===== config.mk =====
export PLATFORM = sky130hd
export DESIGN_NAME = wb_bus_dispatch
export DESIGN_NICKNAME = d
export VERILOG_FILES = /design/src/rtl/wb_bus_dispatch.sv
export SDC_FILE = /design/constraint.sdc
export NUM_CORES = 1
export LEC_CHECK = 0
export ABC_AREA = 1
export CORE_UTILIZATION = 39
export DETAILED_ROUTE_END_ITERATION = 7
export GPL_TIMING_DRIVEN = 0
export PLACE_DENSITY = 0.92
export SLEW_MARGIN = 10
export SYNTH_ARGS = -nofsm -noshare
export SYNTH_HDL_FRONTEND = slang
export SYNTH_SLANG_ARGS = --single-unit

===== constraint.sdc =====
create_clock -name clk -period 2.45 [get_ports clk]
set_clock_uncertainty 0.05 [all_clocks]
set_input_delay 0.49 -clock clk [delete_from_list [all_inputs] [get_ports clk]]
set_output_delay 0.49 -clock clk [all_outputs]
set_load 0.01 [all_outputs]

===== src/rtl/wb_bus_dispatch.sv =====
// Wishbone classic interconnect: one master, NUM_CHAN slaves selected by the
// upper address bits. Registers the slave response back to the master and
// completes unmapped accesses and ack timeouts on the slave's behalf, raising
// sticky error flags for both.
module wb_bus_dispatch #(
    parameter int NUM_CHAN = 4,
    parameter int ADDR_W   = 7,
    parameter int SUB_AW   = 4,
    parameter int DATA_W   = 32,
    parameter int TIMEOUT  = 255
) (
    input  logic                       clk,
    input  logic                       rst,
    input  logic                       wb_stb_i,
    input  logic                       wb_cyc_i,
    input  logic                       wb_we_i,
    input  logic [ADDR_W-1:0]          wb_adr_i,
    input  logic [DATA_W-1:0]          wb_dat_i,
    output logic [DATA_W-1:0]          wb_dat_o,
    output logic                       wb_ack_o,
    output logic [NUM_CHAN-1:0]        s_wb_stb_o,
    output logic [NUM_CHAN-1:0]        s_wb_cyc_o,
    output logic                       s_wb_we_o,
    output logic [SUB_AW-1:0]          s_wb_adr_o,
    output logic [DATA_W-1:0]          s_wb_dat_o,
    input  logic [NUM_CHAN*DATA_W-1:0] s_wb_dat_i,
    input  logic [NUM_CHAN-1:0]        s_wb_ack_i,
    input  logic                       err_clr,
    output logic                       err_unmapped,
    output logic                       err_timeout
);

    localparam int SEL_W = ADDR_W - SUB_AW;
    localparam int CNT_W = (TIMEOUT > 0) ? $clog2(TIMEOUT + 1) : 1;

    typedef enum logic [1:0] {
        IDLE,
        BUSY,
        ACK
    } state_t;

    state_t              state_q, state_d;
    logic [NUM_CHAN-1:0] stb_q, stb_d;
    logic                s_we_q, s_we_d;
    logic [SUB_AW-1:0]   s_adr_q, s_adr_d;
    logic [DATA_W-1:0]   s_dat_q, s_dat_d;
    logic [DATA_W-1:0]   m_dat_q, m_dat_d;
    logic                m_ack_q, m_ack_d;
    logic [CNT_W-1:0]    cnt_q, cnt_d;
    logic                err_unm_q, err_unm_d;
    logic                err_to_q, err_to_d;

    logic [SEL_W-1:0]    sel;
    logic                sel_ack;
    logic [DATA_W-1:0]   sel_rdata;
    logic                set_unm;
    logic                set_to;

    assign sel = wb_adr_i[ADDR_W-1:SUB_AW];

    // The held one-hot strobe doubles as the channel select in BUSY, so the
    // ack and read-data muxes are masked by it instead of indexing by sel.
    always_comb begin
        sel_ack   = |(s_wb_ack_i & stb_q);
        sel_rdata = '0;
        for (int unsigned n = 0; n < NUM_CHAN; n++) begin
            if (stb_q[n]) begin
                sel_rdata = sel_rdata | s_wb_dat_i[n*DATA_W +: DATA_W];
            end
        end
    end

    // Next-state logic: request decode, slave wait/timeout/abort, ack pulse.
    always_comb begin
        state_d = state_q;
        stb_d   = stb_q;
        s_we_d  = s_we_q;
        s_adr_d = s_adr_q;
        s_dat_d = s_dat_q;
        m_dat_d = m_dat_q;
        m_ack_d = 1'b0;
        cnt_d   = cnt_q;
        set_unm = 1'b0;
        set_to  = 1'b0;

        case (state_q)
            IDLE: begin
                if (wb_cyc_i && wb_stb_i) begin
                    s_adr_d = wb_adr_i[SUB_AW-1:0];
                    s_we_d  = wb_we_i;
                    s_dat_d = wb_dat_i;
                    if (32'(sel) < NUM_CHAN) begin
                        for (int unsigned n = 0; n < NUM_CHAN; n++) begin
                            stb_d[n] = (32'(sel) == n);
                        end
                        cnt_d   = '0;
                        state_d = BUSY;
                    end else begin
                        stb_d   = '0;
                        m_dat_d = '0;
                        m_ack_d = 1'b1;
                        set_unm = 1'b1;
                        state_d = ACK;
                    end
                end
            end
            BUSY: begin
                if (!wb_cyc_i) begin
                    stb_d   = '0;
                    state_d = IDLE;
                end else if (sel_ack) begin
                    stb_d   = '0;
                    m_dat_d = s_we_q ? '0 : sel_rdata;
                    m_ack_d = 1'b1;
                    state_d = ACK;
                end else begin
                    cnt_d = cnt_q + 1'b1;
                    if ((TIMEOUT != 0) && (cnt_d == CNT_W'(TIMEOUT))) begin
                        stb_d   = '0;
                        m_dat_d = '0;
                        m_ack_d = 1'b1;
                        set_to  = 1'b1;
                        state_d = ACK;
                    end
                end
            end
            ACK: begin
                state_d = IDLE;
            end
            default: begin
                stb_d   = '0;
                state_d = IDLE;
            end
        endcase

        // Setting an error wins over a clear on the same edge.
        err_unm_d = set_unm | (err_unm_q & ~err_clr);
        err_to_d  = set_to  | (err_to_q  & ~err_clr);
    end

    // State and output registers with synchronous reset.
    always_ff @(posedge clk) begin
        if (rst) begin
            state_q   <= IDLE;
            stb_q     <= '0;
            s_we_q    <= 1'b0;
            s_adr_q   <= '0;
            s_dat_q   <= '0;
            m_dat_q   <= '0;
            m_ack_q   <= 1'b0;
            cnt_q     <= '0;
            err_unm_q <= 1'b0;
            err_to_q  <= 1'b0;
        end else begin
            state_q   <= state_d;
            stb_q     <= stb_d;
            s_we_q    <= s_we_d;
            s_adr_q   <= s_adr_d;
            s_dat_q   <= s_dat_d;
            m_dat_q   <= m_dat_d;
            m_ack_q   <= m_ack_d;
            cnt_q     <= cnt_d;
            err_unm_q <= err_unm_d;
            err_to_q  <= err_to_d;
        end
    end

    assign s_wb_stb_o   = stb_q;
    assign s_wb_cyc_o   = stb_q;
    assign s_wb_we_o    = s_we_q;
    assign s_wb_adr_o   = s_adr_q;
    assign s_wb_dat_o   = s_dat_q;
    assign wb_dat_o     = m_dat_q;
    assign wb_ack_o     = m_ack_q;
    assign err_unmapped = err_unm_q;
    assign err_timeout  = err_to_q;

endmodule


==> results_tabular.tex <==
\begin{tabular}{lr}
\hline
Metric & Value \\
\hline
\multicolumn{2}{l}{\textbf{Floorplan}} \\
\quad Cell Rows & 39 \\
\quad Die outline height & 110 µm \\
\quad Die area & 12200 µm² \\
\quad Placeable Area & 11500 µm² \\
\quad I/O Pins & 257 \\
\quad Floorplan die width & 110 µm \\
\quad Starting density of the core & 0.400 \\
\multicolumn{2}{l}{\textbf{Detailed routing}} \\
\quad Aggregate routed wire length & 16900 µm \\
\quad Post-route antenna net violation count & 0 \\
\quad Routed length on met1 & 6440 µm \\
\quad DR top layer & met4 \\
\quad Routed length on met3 & 1670 µm \\
\quad Ratio of routed vias to standard cells & 5.13 \\
\quad Detailed-route DRC error count & 0 \\
\quad Iteration count of the initial detailed-routing pass & 5 \\
\quad Met2 WL post-DR & 8380 µm \\
\quad WL per Instance & 15.2 µm \\
\quad Number of DRC violations after detailed-routing iteration 0 & 342 \\
\quad Total via count in the routed design & 5734 \\
\multicolumn{2}{l}{\textbf{Clock tree}} \\
\quad Register clock-pin slew on the reported worst setup and hold paths & 0.07 ns \\
\quad TritonCTS clock tree & done \\
\quad Clock root cell & sky130\_fd\_sc\_hd\_\_clkbuf\_16 \\
\quad Clock buffers created by TritonCTS & 9 \\
\quad CTS sink count & 86 \\
\quad Clock Path Buffers & 2 \\
\quad Clock H-tree levels & 3 \\
\quad Hold-fix buffer count after cts & 0 \\
\quad \# Post-CTS Setup Buffers & 0 \\
\quad Worst skew pair latency & 0.34 ns \\
\multicolumn{2}{l}{\textbf{STA}} \\
\quad Setup repair after global routing missed its margin & no \\
\quad Worst Hold Slack & 0.420 ns \\
\quad Final Critical Period & 2.19 ns \\
\quad Highest Clock Rate & 457 MHz \\
\quad Max-slew headroom & 0.592 \\
\quad Pins Over Slew Limit & 0 \\
\quad Total count of hold-check failures in the final report & 0 \\
\quad Setup violation total in the final timing report & 0 \\
\quad Share of the clock period used by the worst path & 0.893 \\
\quad Slew at the pin closest to its max-slew limit & 0.611 ns \\
\quad Setup TNS & 0 ns \\
\multicolumn{2}{l}{\textbf{Flow run}} \\
\quad Max-cap check violation count & 0 \\
\multicolumn{2}{l}{\textbf{Synthesis}} \\
\quad Sequential share of the synthesized area & 0.375 \\
\quad Synth Area in Simple Gates & 0.410 \\
\quad Count of mapped cells out of synthesis & 703 \\
\quad Largest family of logic cells by synthesized area & simple AND/OR/NAND/NOR gates \\
\quad Leading register cell type out of synthesis & sky130\_fd\_sc\_hd\_\_dfxtp\_1 \\
\quad Proportion of synthesized area in mux cells & 0 \\
\quad Netlist Area Pre-Place & 4590 µm² \\
\quad Total of flip-flops plus latches after synthesis & 86 \\
\quad Syn nets & 882 \\
\quad Share of Yosys cell area claimed by the top area cell type & 0.375 \\
\quad Average cell area after synthesis & 6.53 µm² \\
\quad Count of synthesis-stage warnings from yosys & 0 \\
\quad Share of synthesized cell area in full adder, half adder and majority cells & 0.00545 \\
\quad Parity-gate share of the synthesized area counting xor and xnor cells & 0 \\
\quad Number of library cell types mapped by synthesis & 27 \\
\quad EDFF count, synth & 0 \\
\quad Top post-synthesis cells by area & sky130\_fd\_sc\_hd\_\_dfxtp\_1 (38\%), sky130\_fd\_sc\_hd\_\_nand2\_1 (19\%), sky130\_fd\_sc\_hd\_\_nor2\_1 (11\%), sky130\_fd\_sc\_hd\_\_a41oi\_1 (6.1\%), sky130\_fd\_sc\_hd\_\_nand4\_1 (4.6\%) \\
\quad Yosys top cell by area & sky130\_fd\_sc\_hd\_\_dfxtp\_1 \\
\quad Async set-or-reset flop fraction in the synthesized netlist & 0 \\
\quad Compound-gate portion of the synthesized area & 0.130 \\
\multicolumn{2}{l}{\textbf{Critical path}} \\
\quad Worst-case register-to-register setup slack & 0.26 ns \\
\quad Endpoint of the most critical register-to-register path & wb\_dat\_o[26] \\
\quad Element type at the critical path start & flop \\
\quad Number of cells traversed by the worst register-to-register path & 13 \\
\quad Crit Reg-Reg Startpoint & cnt\_q[1] \\
\quad Worst setup path category & reg2reg \\
\quad CP max FO & 10 \\
\quad Critical path capture point type & flop \\
\quad Critical path launch point & cnt\_q[1] \\
\quad Endpoint arrival time on the critical path & 2.37 ns \\
\quad Data required, critical path & 2.63 ns \\
\multicolumn{2}{l}{\textbf{Power}} \\
\quad Worst IR drop on VDD & 0.000382 V \\
\quad Power after layout & 0.00406 W \\
\quad Cell Pwr Density & 530 nW/µm² \\
\quad Static Leakage & 2.85 nW \\
\multicolumn{2}{l}{\textbf{GRT}} \\
\quad Pin count of the biggest net entering global routing & 16 \\
\quad Congestion Overflow GR & 0 \\
\quad Via count of the first global-routing pass & 5650 \\
\quad Number of antenna violations at the first check in global routing & 0 \\
\quad Wire length of the first global-routing pass & 27100 µm \\
\quad Aggregate global-route resource usage & 0.275 \\
\multicolumn{2}{l}{\textbf{Finish}} \\
\quad Post-synthesis to final-layout area growth & 67.0\% \\
\quad Diode count & 0 \\
\quad Fill count & 978 \\
\quad Commonest cells after routing, fill and taps aside & sky130\_fd\_sc\_hd\_\_clkdlybuf4s50\_1 (256), sky130\_fd\_sc\_hd\_\_nand2\_1 (230), sky130\_fd\_sc\_hd\_\_nor2\_1 (138), sky130\_fd\_sc\_hd\_\_dfxtp\_1 (86), sky130\_fd\_sc\_hd\_\_o21ai\_0 (42) \\
\quad Most frequent standard cell in the layout excluding fill and tap cells & sky130\_fd\_sc\_hd\_\_clkdlybuf4s50\_1 \\
\quad Non-Filler Cell Area, Final & 7660 µm² \\
\quad Fraction of layout instances using a drive strength above 1 & 0.0697 \\
\quad Post-route non-filler standard cell count & 1118 \\
\quad Final layout net count & 1149 \\
\multicolumn{2}{l}{\textbf{Worst hold path}} \\
\quad HP Class & reg2reg \\
\quad Start point of the worst min-delay path & err\_unmapped \\
\quad Number of cells traversed by the worst hold path & 2 \\
\quad Sink of the worst hold path & err\_unmapped \\
\multicolumn{2}{l}{\textbf{Placement}} \\
\quad Final HPWL from detailed placement & 13100 µm \\
\quad Number of buffer cells added on primary ports & 256 \\
\quad Number of instances in the placed design & 1102 \\
\quad Global placer's final weighted congestion & 0.895 \\
\quad Placed Instance Area & 7330 µm² \\
\multicolumn{2}{l}{\textbf{Outcome}} \\
\quad Run status & completed \\
\hline
\end{tabular}
[cell families after synthesis]
family | count (synthesis)
AO/OA/AOI/OAI | 91
adder cells (fa/ha/maj) | 2
buffers and inverters | 79
flip-flops | 86
AND/OR/NAND/NOR | 445
[state kept, by name, summed over array words and instances, names as in the netlist]
| register | flops |
|---|---|
| err_unmapped | 1 |
| s_wb_adr_o | 4 |
| s_wb_we_o | 1 |
| wb_ack_o | 1 |
| cnt_q | 8 |
| state_q | 2 |
| s_wb_cyc_o | 4 |
| err_timeout | 1 |
| wb_dat_o | 32 |
| s_wb_dat_o | 32 |
[area by class of cell]
class / count / area, µm² / area share
Inverter: 23 / 86.3 / 0.0113
Sequential cell: 86 / 1720 / 0.225
Multi-Input combinational cell: 538 / 2510 / 0.327
Tap cell: 143 / 179 / 0.0233
Buffer: 56 / 277 / 0.0361
Timing Repair Buffer: 256 / 2560 / 0.334
Clock inverter: 6 / 91.3 / 0.0119
Clock buffer: 10 / 239 / 0.0312
[power by group]
part,total (W),switching (W),internal [W]
sequential,0.00153,0.0000475,0.00148
clock,0.00152,0.000589,0.000929
combinational,0.00102,0.000462,0.000554
[metal layers]
layer  vias to the layer above  track usage
li1                       2824            -
met1                      2578        0.295
met2                       301        0.496
met3                        31       0.0845
met4                         0        0.118
met5                         -            0
[worst max-delay path by stage]
stage	end	slack, ns	cells past startpoint
after global placement	wb_dat_o[26]	-0.12	9
after detailed placement	wb_dat_o[26]	-0.15	9
after floorplan	wb_dat_o[10]	0.67	11
after CTS	wb_dat_o[26]	0.19	9
final	wb_dat_o[26]	0.26	13
after global routing	wb_dat_o[26]	0.03	13
[critical path, stage by stage, from the launching register on]
cell	delay [ns]
sky130_fd_sc_hd__dfxtp_1	0.45
sky130_fd_sc_hd__ha_1	0.27
sky130_fd_sc_hd__inv_1	0.05
sky130_fd_sc_hd__nand2_1	0.09
sky130_fd_sc_hd__nand2_1	0.07
sky130_fd_sc_hd__nor2_1	0.12
sky130_fd_sc_hd__nand3_1	0.10
sky130_fd_sc_hd__nor2_2	0.13
sky130_fd_sc_hd__nand2_2	0.09
sky130_fd_sc_hd__nand3_2	0.15
sky130_fd_sc_hd__buf_2	0.26
sky130_fd_sc_hd__nand4_1	0.10
sky130_fd_sc_hd__nand2_1	0.11
sky130_fd_sc_hd__nor2_1	0.04
[timing repair]
item / 4_1_cts / 5_1_grt
endpoints found under the setup margin: 0 / 7
gates resized for setup: 0 / 1
endpoints found under the hold margin: 0 / 0
[Yosys cell counts, types with 4 or more instances]
cell type and n:
sky130_fd_sc_hd__nor2_1 139, sky130_fd_sc_hd__nand2_1 230, sky130_fd_sc_hd__nand3_1 8, sky130_fd_sc_hd__a21oi_1 13, sky130_fd_sc_hd__clkbuf_1 33, sky130_fd_sc_hd__buf_1 6, sky130_fd_sc_hd__buf_2 10, sky130_fd_sc_hd__nor2_2 22
sky130_fd_sc_hd__nand4_1 34, sky130_fd_sc_hd__buf_4 4, sky130_fd_sc_hd__a41oi_1 32, sky130_fd_sc_hd__nor3_1 4, sky130_fd_sc_hd__o21ai_0 42, sky130_fd_sc_hd__inv_1 22, sky130_fd_sc_hd__dfxtp_1 86
[metrics by stage]
step | worst slack, ns | utilization
5_1_grt | 0.0253 | 0.668
4_1_cts | 0.189 | 0.668
6_report | 0.262 | 0.668
3_5_place_dp | -0.147 | 0.639
2_1_floorplan | 0.666 | -
3_3_place_gp | -0.120 | 0.639
(Power assumes the default switching activity.)
